<file path="config.mk">
export PLATFORM = sky130hd
export DESIGN_NAME = ps2_modbus_frame_ctrl_module
export DESIGN_NICKNAME = d
export VERILOG_FILES = /design/src/rtl/ps2_modbus_frame_ctrl_module.sv
export SDC_FILE = /design/constraint.sdc
export NUM_CORES = 1
export LEC_CHECK = 0
export BUFFER_PORTS_ARGS = -buffer_cell sky130_fd_sc_hd__buf_2
export CAP_MARGIN = 20
export CORE_MARGIN = 3
export CORE_UTILIZATION = 35
export CTS_CLUSTER_SIZE = 16
export DETAILED_ROUTE_END_ITERATION = 16
export MAX_ROUTING_LAYER = met4
export PLACE_DENSITY = 0.56
export REMOVE_ABC_BUFFERS = 1
export SYNTH_ARGS = -nofsm -noshare
export SYNTH_HDL_FRONTEND = slang
export SYNTH_SLANG_ARGS = --single-unit
</file>
<file path="constraint.sdc">
create_clock -name CLK -period 1.95 [get_ports CLK]
set_clock_uncertainty 0.05 [all_clocks]
set_input_delay 0.195 -clock CLK [delete_from_list [all_inputs] [get_ports CLK]]
set_output_delay 0.195 -clock CLK [all_outputs]
set_load 0.005 [all_outputs]
</file>
<file path="src/rtl/ps2_modbus_frame_ctrl_module.sv">
// PS/2 scan-code to Modbus frame controller.
// Queues filtered scan codes, wraps each in a 7-byte frame closed by a
// CRC-16/Modbus (computed one bit per cycle) and hands the frame to a
// UART transmitter one byte at a time over an En/Done handshake.
module ps2_modbus_frame_ctrl_module #(
  parameter logic [7:0]  SLAVE_ADDR  = 8'h01,
  parameter logic [7:0]  FUNC_CODE   = 8'h06,
  parameter logic [15:0] REG_ADDR    = 16'h0000,
  parameter int          QDEPTH_LOG2 = 2
) (
  input  logic       CLK,
  input  logic       RSTn,
  input  logic [7:0] PS2_Data,
  input  logic       PS2_Done_Sig,
  input  logic       TX_Done_Sig,
  input  logic       Ovf_Clr_Sig,
  output logic       TX_En_Sig,
  output logic [7:0] TX_Data,
  output logic       Busy_Sig,
  output logic       Overflow_Sig
);

  localparam int QDEPTH = 1 << QDEPTH_LOG2;
  localparam logic [QDEPTH_LOG2:0] PTR_ONE = 1;

  typedef enum logic [2:0] {
    S_IDLE = 3'd0,
    S_LOAD = 3'd1,
    S_CRC  = 3'd2,
    S_SEND = 3'd3,
    S_GAP  = 3'd4
  } state_t;

  state_t state_q, state_d;

  logic [7:0]             fifo_q [QDEPTH];
  logic [QDEPTH_LOG2:0]   wr_ptr_q, rd_ptr_q;
  logic                   full_s, empty_s, code_ok_s, push_s, pop_s, drop_s;

  logic [7:0]  scan_q, scan_d;
  logic [15:0] crc_q, crc_d;
  logic [5:0]  bit_cnt_q, bit_cnt_d;
  logic [2:0]  idx_q, idx_d;
  logic [7:0]  crc_byte_s;
  logic [15:0] crc_mix_s, crc_step_s;

  logic        tx_en_d, busy_d, ovf_d;
  logic [7:0]  tx_data_d;

  // Byte at position idx of the frame being built/sent.
  function automatic logic [7:0] frame_byte(input logic [2:0] idx,
                                            input logic [7:0] scan,
                                            input logic [15:0] crc);
    logic [7:0] b;
    case (idx)
      3'd0:    b = SLAVE_ADDR;
      3'd1:    b = FUNC_CODE;
      3'd2:    b = REG_ADDR[15:8];
      3'd3:    b = REG_ADDR[7:0];
      3'd4:    b = scan;
      3'd5:    b = crc[7:0];
      3'd6:    b = crc[15:8];
      default: b = 8'h00;
    endcase
    return b;
  endfunction

  // One reflected CRC-16/Modbus shift step.
  function automatic logic [15:0] crc_shift(input logic [15:0] c);
    logic [15:0] r;
    if (c[0]) begin
      r = (c >> 1) ^ 16'hA001;
    end else begin
      r = c >> 1;
    end
    return r;
  endfunction

  assign empty_s   = (wr_ptr_q == rd_ptr_q);
  assign full_s    = (wr_ptr_q[QDEPTH_LOG2] != rd_ptr_q[QDEPTH_LOG2]) &&
                     (wr_ptr_q[QDEPTH_LOG2-1:0] == rd_ptr_q[QDEPTH_LOG2-1:0]);
  // Break codes (F0) and null codes never enter the queue.
  assign code_ok_s = PS2_Done_Sig && (PS2_Data != 8'h00) && (PS2_Data != 8'hF0);
  assign pop_s     = (state_q == S_LOAD);
  // A pop in the same cycle frees a slot, so a push on a full queue still fits.
  assign push_s    = code_ok_s && (!full_s || pop_s);
  assign drop_s    = code_ok_s && full_s && !pop_s;

  // Serial CRC: fold the next byte in on its first bit, then shift once.
  assign crc_byte_s = frame_byte(bit_cnt_q[5:3], scan_q, crc_q);
  assign crc_mix_s  = (bit_cnt_q[2:0] == 3'd0) ? (crc_q ^ {8'h00, crc_byte_s}) : crc_q;
  assign crc_step_s = crc_shift(crc_mix_s);

  // Scan-code queue storage and pointers.
  always_ff @(posedge CLK or negedge RSTn) begin
    if (!RSTn) begin
      wr_ptr_q <= '0;
      rd_ptr_q <= '0;
      for (int i = 0; i < QDEPTH; i++) begin
        fifo_q[i] <= 8'h00;
      end
    end else begin
      if (push_s) begin
        fifo_q[wr_ptr_q[QDEPTH_LOG2-1:0]] <= PS2_Data;
        wr_ptr_q <= wr_ptr_q + PTR_ONE;
      end
      if (pop_s) begin
        rd_ptr_q <= rd_ptr_q + PTR_ONE;
      end
    end
  end

  // FSM state register.
  always_ff @(posedge CLK or negedge RSTn) begin
    if (!RSTn) begin
      state_q <= S_IDLE;
    end else begin
      state_q <= state_d;
    end
  end

  // FSM next-state logic; a waiting code chains straight from the last GAP into LOAD.
  always_comb begin
    state_d = state_q;
    case (state_q)
      S_IDLE: begin
        if (!empty_s) state_d = S_LOAD;
        else          state_d = S_IDLE;
      end
      S_LOAD: state_d = S_CRC;
      S_CRC: begin
        if (bit_cnt_q == 6'd39) state_d = S_SEND;
        else                    state_d = S_CRC;
      end
      S_SEND: begin
        if (TX_Done_Sig) state_d = S_GAP;
        else             state_d = S_SEND;
      end
      S_GAP: begin
        if (idx_q == 3'd6) begin
          if (!empty_s) state_d = S_LOAD;
          else          state_d = S_IDLE;
        end else begin
          state_d = S_SEND;
        end
      end
      default: state_d = S_IDLE;
    endcase
  end

  // Frame datapath next values: captured scan code, CRC, bit counter, byte index.
  always_comb begin
    scan_d    = scan_q;
    crc_d     = crc_q;
    bit_cnt_d = bit_cnt_q;
    idx_d     = idx_q;
    case (state_q)
      S_LOAD: begin
        scan_d    = fifo_q[rd_ptr_q[QDEPTH_LOG2-1:0]];
        crc_d     = 16'hFFFF;
        bit_cnt_d = 6'd0;
        idx_d     = 3'd0;
      end
      S_CRC: begin
        crc_d     = crc_step_s;
        bit_cnt_d = bit_cnt_q + 6'd1;
      end
      S_GAP: begin
        if (idx_q != 3'd6) idx_d = idx_q + 3'd1;
        else               idx_d = idx_q;
      end
      default: begin
        scan_d = scan_q;
      end
    endcase
  end

  // Frame datapath registers.
  always_ff @(posedge CLK or negedge RSTn) begin
    if (!RSTn) begin
      scan_q    <= 8'h00;
      crc_q     <= 16'hFFFF;
      bit_cnt_q <= 6'd0;
      idx_q     <= 3'd0;
    end else begin
      scan_q    <= scan_d;
      crc_q     <= crc_d;
      bit_cnt_q <= bit_cnt_d;
      idx_q     <= idx_d;
    end
  end

  // Output next values, derived from the upcoming state so outputs can be registered.
  always_comb begin
    tx_en_d   = 1'b0;
    tx_data_d = 8'h00;
    busy_d    = (state_d != S_IDLE);
    if (state_d == S_SEND) begin
      tx_en_d   = 1'b1;
      tx_data_d = frame_byte(idx_d, scan_d, crc_d);
    end else begin
      tx_en_d   = 1'b0;
      tx_data_d = 8'h00;
    end
    if (drop_s) begin
      ovf_d = 1'b1;
    end else if (Ovf_Clr_Sig) begin
      ovf_d = 1'b0;
    end else begin
      ovf_d = Overflow_Sig;
    end
  end

  // Registered outputs.
  always_ff @(posedge CLK or negedge RSTn) begin
    if (!RSTn) begin
      TX_En_Sig    <= 1'b0;
      TX_Data      <= 8'h00;
      Busy_Sig     <= 1'b0;
      Overflow_Sig <= 1'b0;
    end else begin
      TX_En_Sig    <= tx_en_d;
      TX_Data      <= tx_data_d;
      Busy_Sig     <= busy_d;
      Overflow_Sig <= ovf_d;
    end
  end

endmodule

</file>
==> flow_summary.ini <==
[status]
status = complete, but fails checks
violations = negative setup slack

[worst_setup_path]
rr_worst_depth = 7
start_kind = flip-flop
r2r-end = TX_Data[6]
critPathCaptureType = flip-flop
arrival_ns = 2.19
worstPathMaxFanout = 15
r2r_start = state_q[1]
critical_path_required_ns = 2.16
rrSetupSlack_ns = -0.03
critPathKind = reg2reg

[yosys]
async_flop_share_pct = 100.0
synth_cells = 391
ys.flop_type = dfrtp_1
synth_edf_count = 0
seq_area_frac_synth_pct = 47.05
syn_avg_cell_area_um2 = 11.67
yosysWarningCount = 0
ys_ff_latch = 85
syn_area_mm2 = 0.004563
synth.distinct_cells = 68

[layout]
multi_input_area_mm2 = 0.002420
regArea_mm2 = 0.002152
drive_above_1_share_pct = 46.42
layout_common_cells = 71 x buf_4, 65 x dfrtp_1, 40 x nand2_1, 32 x mux2_4, 22 x buf_2
final_core_util_pct = 46.75
fillers = 1160
fin_cells = 661
finalNetCount = 507
antennaDiodeCount = 0
area_growth_pct = 29.81
mostFrequentLayoutCell = buf_4

[timing]
finalCritPeriodShare_pct = 101.3
max_freq_ghz = 0.5060
setup_violations = 2
relSlewSlack_pct = 68.90
slew_violations = 0
rsz0062_at_grt = yes
finalHoldViolations = 0
min_period_ns = 1.976
worst_slack_ns = -0.02625
worstMarginPinSlew_ns = 0.4665

[floorplan]
io_pins = 24
die_y_um = 120.2
core_area_mm2 = 0.01267
initial_core_util_pct = 36.01
die_area_mm2 = 0.01444
dieWidth_um = 120.2
rows = 41

[grt]
grt_pass1_vias = 3473
grt_pass1_wl_um = 18600
grt_use_total_pct = 16.99
grt_overflow_total = 0
antenna_found_initial = 0
grt_max_degree = 41

[pwr]
power.density_mw_per_mm2 = 1682
ir_drop_v = 0.0007079
p_leak_nw = 2.647

[cts]
clk_pin_slew_ns = 0.07
clockBufferDepth = 2
root_buffer = clkbuf_16
clkLatencyLatePin_ns = 0.35
cts_tree = built
cts_buffers = 9
cts.sinks = 85
cts_max_level = 3

[route]
ant_nets = 0
wl_per_cell_um = 17.13
drt_iter0_markers = 175
drt-total-wl_um = 11320
vias = 3355
via_per_inst = 5.076
dr.pass1.iters = 4
drc = 0

[min_path]
hold_start = PS2_Done_Sig
min_to = Overflow_Sig
hold_path.class = in2reg
hold_depth = 3

[run]
max-cap-violations = 0

[placed_design]
dp_cells = 628
port_buffers = 23
place_ws_ns = -0.1583
hpwl_um = 7898
gp_congestion = 0.8811
metal layers:
metal | vias up | track usage [%] | routed length (µm)
li1 | 1590 | - | -
met1 | 1693 | 21.69 | 5168
met3 | 15 | 4.116 | 391
met4 | 0 | 5.082 | 184
met5 | - | - | 0
met2 | 57 | 27.05 | 5578
worst max-delay path by stage:
stage | startpoint | end | slack, ns
floorplan | state_q[0] | fifo_q[0] | -0.47
global placement | bit_cnt_q[4] | TX_Data[0] | -0.18
detailed placement | state_q[2] | TX_Data[6] | -0.16
CTS | state_q[1] | TX_Data[2] | -0.01
global route | bit_cnt_q[1] | TX_Data[6] | -0.11
finish | state_q[1] | TX_Data[6] | -0.03
area by class of cell:
class,count,area share [%]
Timing Repair Buffer,103,13.31
Clock inverter,5,1.014
Clock buffer,10,3.866
Inverter,15,0.9928
Multi-Input combinational cell,271,40.85
Sequential cell,85,36.33
Tap cell,172,3.633
registers in the layout (all words and copies together) (netlist names):
register / cells
rd_ptr_q: 3
Overflow_Sig: 1
crc_q: 16
scan_q: 8
Busy_Sig: 1
TX_En_Sig: 1
bit_cnt_q: 6
TX_Data: 8
idx_q: 3
fifo_q: 32
wr_ptr_q: 3
state_q: 3
Yosys cell counts, types with 6 or more instances:
master	count	area share, %
dfstp_2	16	9.2
nor3_1	7	0.77
a21oi_1	10	1.1
inv_1	14	1.2
mux2_4	32	11
o22a_1	7	1.3
mux2i_1	9	2.0
buf_2	11	1.2
nand2_1	41	3.4
o21ai_0	21	2.3
nand2b_1	7	0.96
nor2_1	19	1.6
ha_1	9	2.5
mux4_2	8	3.9
xnor2_1	6	1.2
dfrtp_1	69	38
nand3_1	9	0.99
through the flow:
stage	total power [mW]	setup TNS [ns]	cell area [µm²]	hold slack, ns
floorplan	5.860	-15.43	4437	-0.1506
global placement	7.499	-2.017	5280	0.1326
detailed placement	7.597	-3.316	5280	0.1296
CTS	9.666	-0.02379	5734	0.05511
global route	10.61	-0.7292	5923	0.06982
finish	9.960	-0.03719	5923	0.05598
where the power goes:
group | total (mW) | leakage (nW) | switching, mW | internal, mW
clock network | 1.72 | 0.139 | 0.731 | 0.991
logic | 5.16 | 1.49 | 2.38 | 2.78
registers | 3.08 | 1.02 | 0.540 | 2.54
total | 9.96 | 2.65 | 3.65 | 6.31
logic make-up after synthesis:
logic type                 Yosys count  share of synthesized area [%]
muxes                               50                          16.70
adders and majority gates            9                          2.468
AOI/OAI and AO/OA                   73                          11.32
and+or+nand+nor                    127                          16.34
buffers and inverters               36                          4.003
xor gates and xnor gates            11                          2.111
DFF                                 85                          47.05
repair_timing:
item / 4_1_cts / 5_1_grt
resized for setup: 25 / 29
endpoints found under the setup margin: 42 / 42
endpoints found under the hold margin: 18 / 0
buffers inserted: 5 / 11
pin swaps: 14 / 16
hold buffers: 2 / 0
cloned: 0 / 1
critical path: stages, from the launching register on:
cell and delay [ns]:
dfrtp_2 0.44, or3b_4 0.45, buf_4 0.18, nand2_8 0.12
o22a_1 0.18, nor3b_1 0.24, a221oi_2 0.05, nor3_1 0.18
Note: power is estimated with default switching activity, not from simulation.
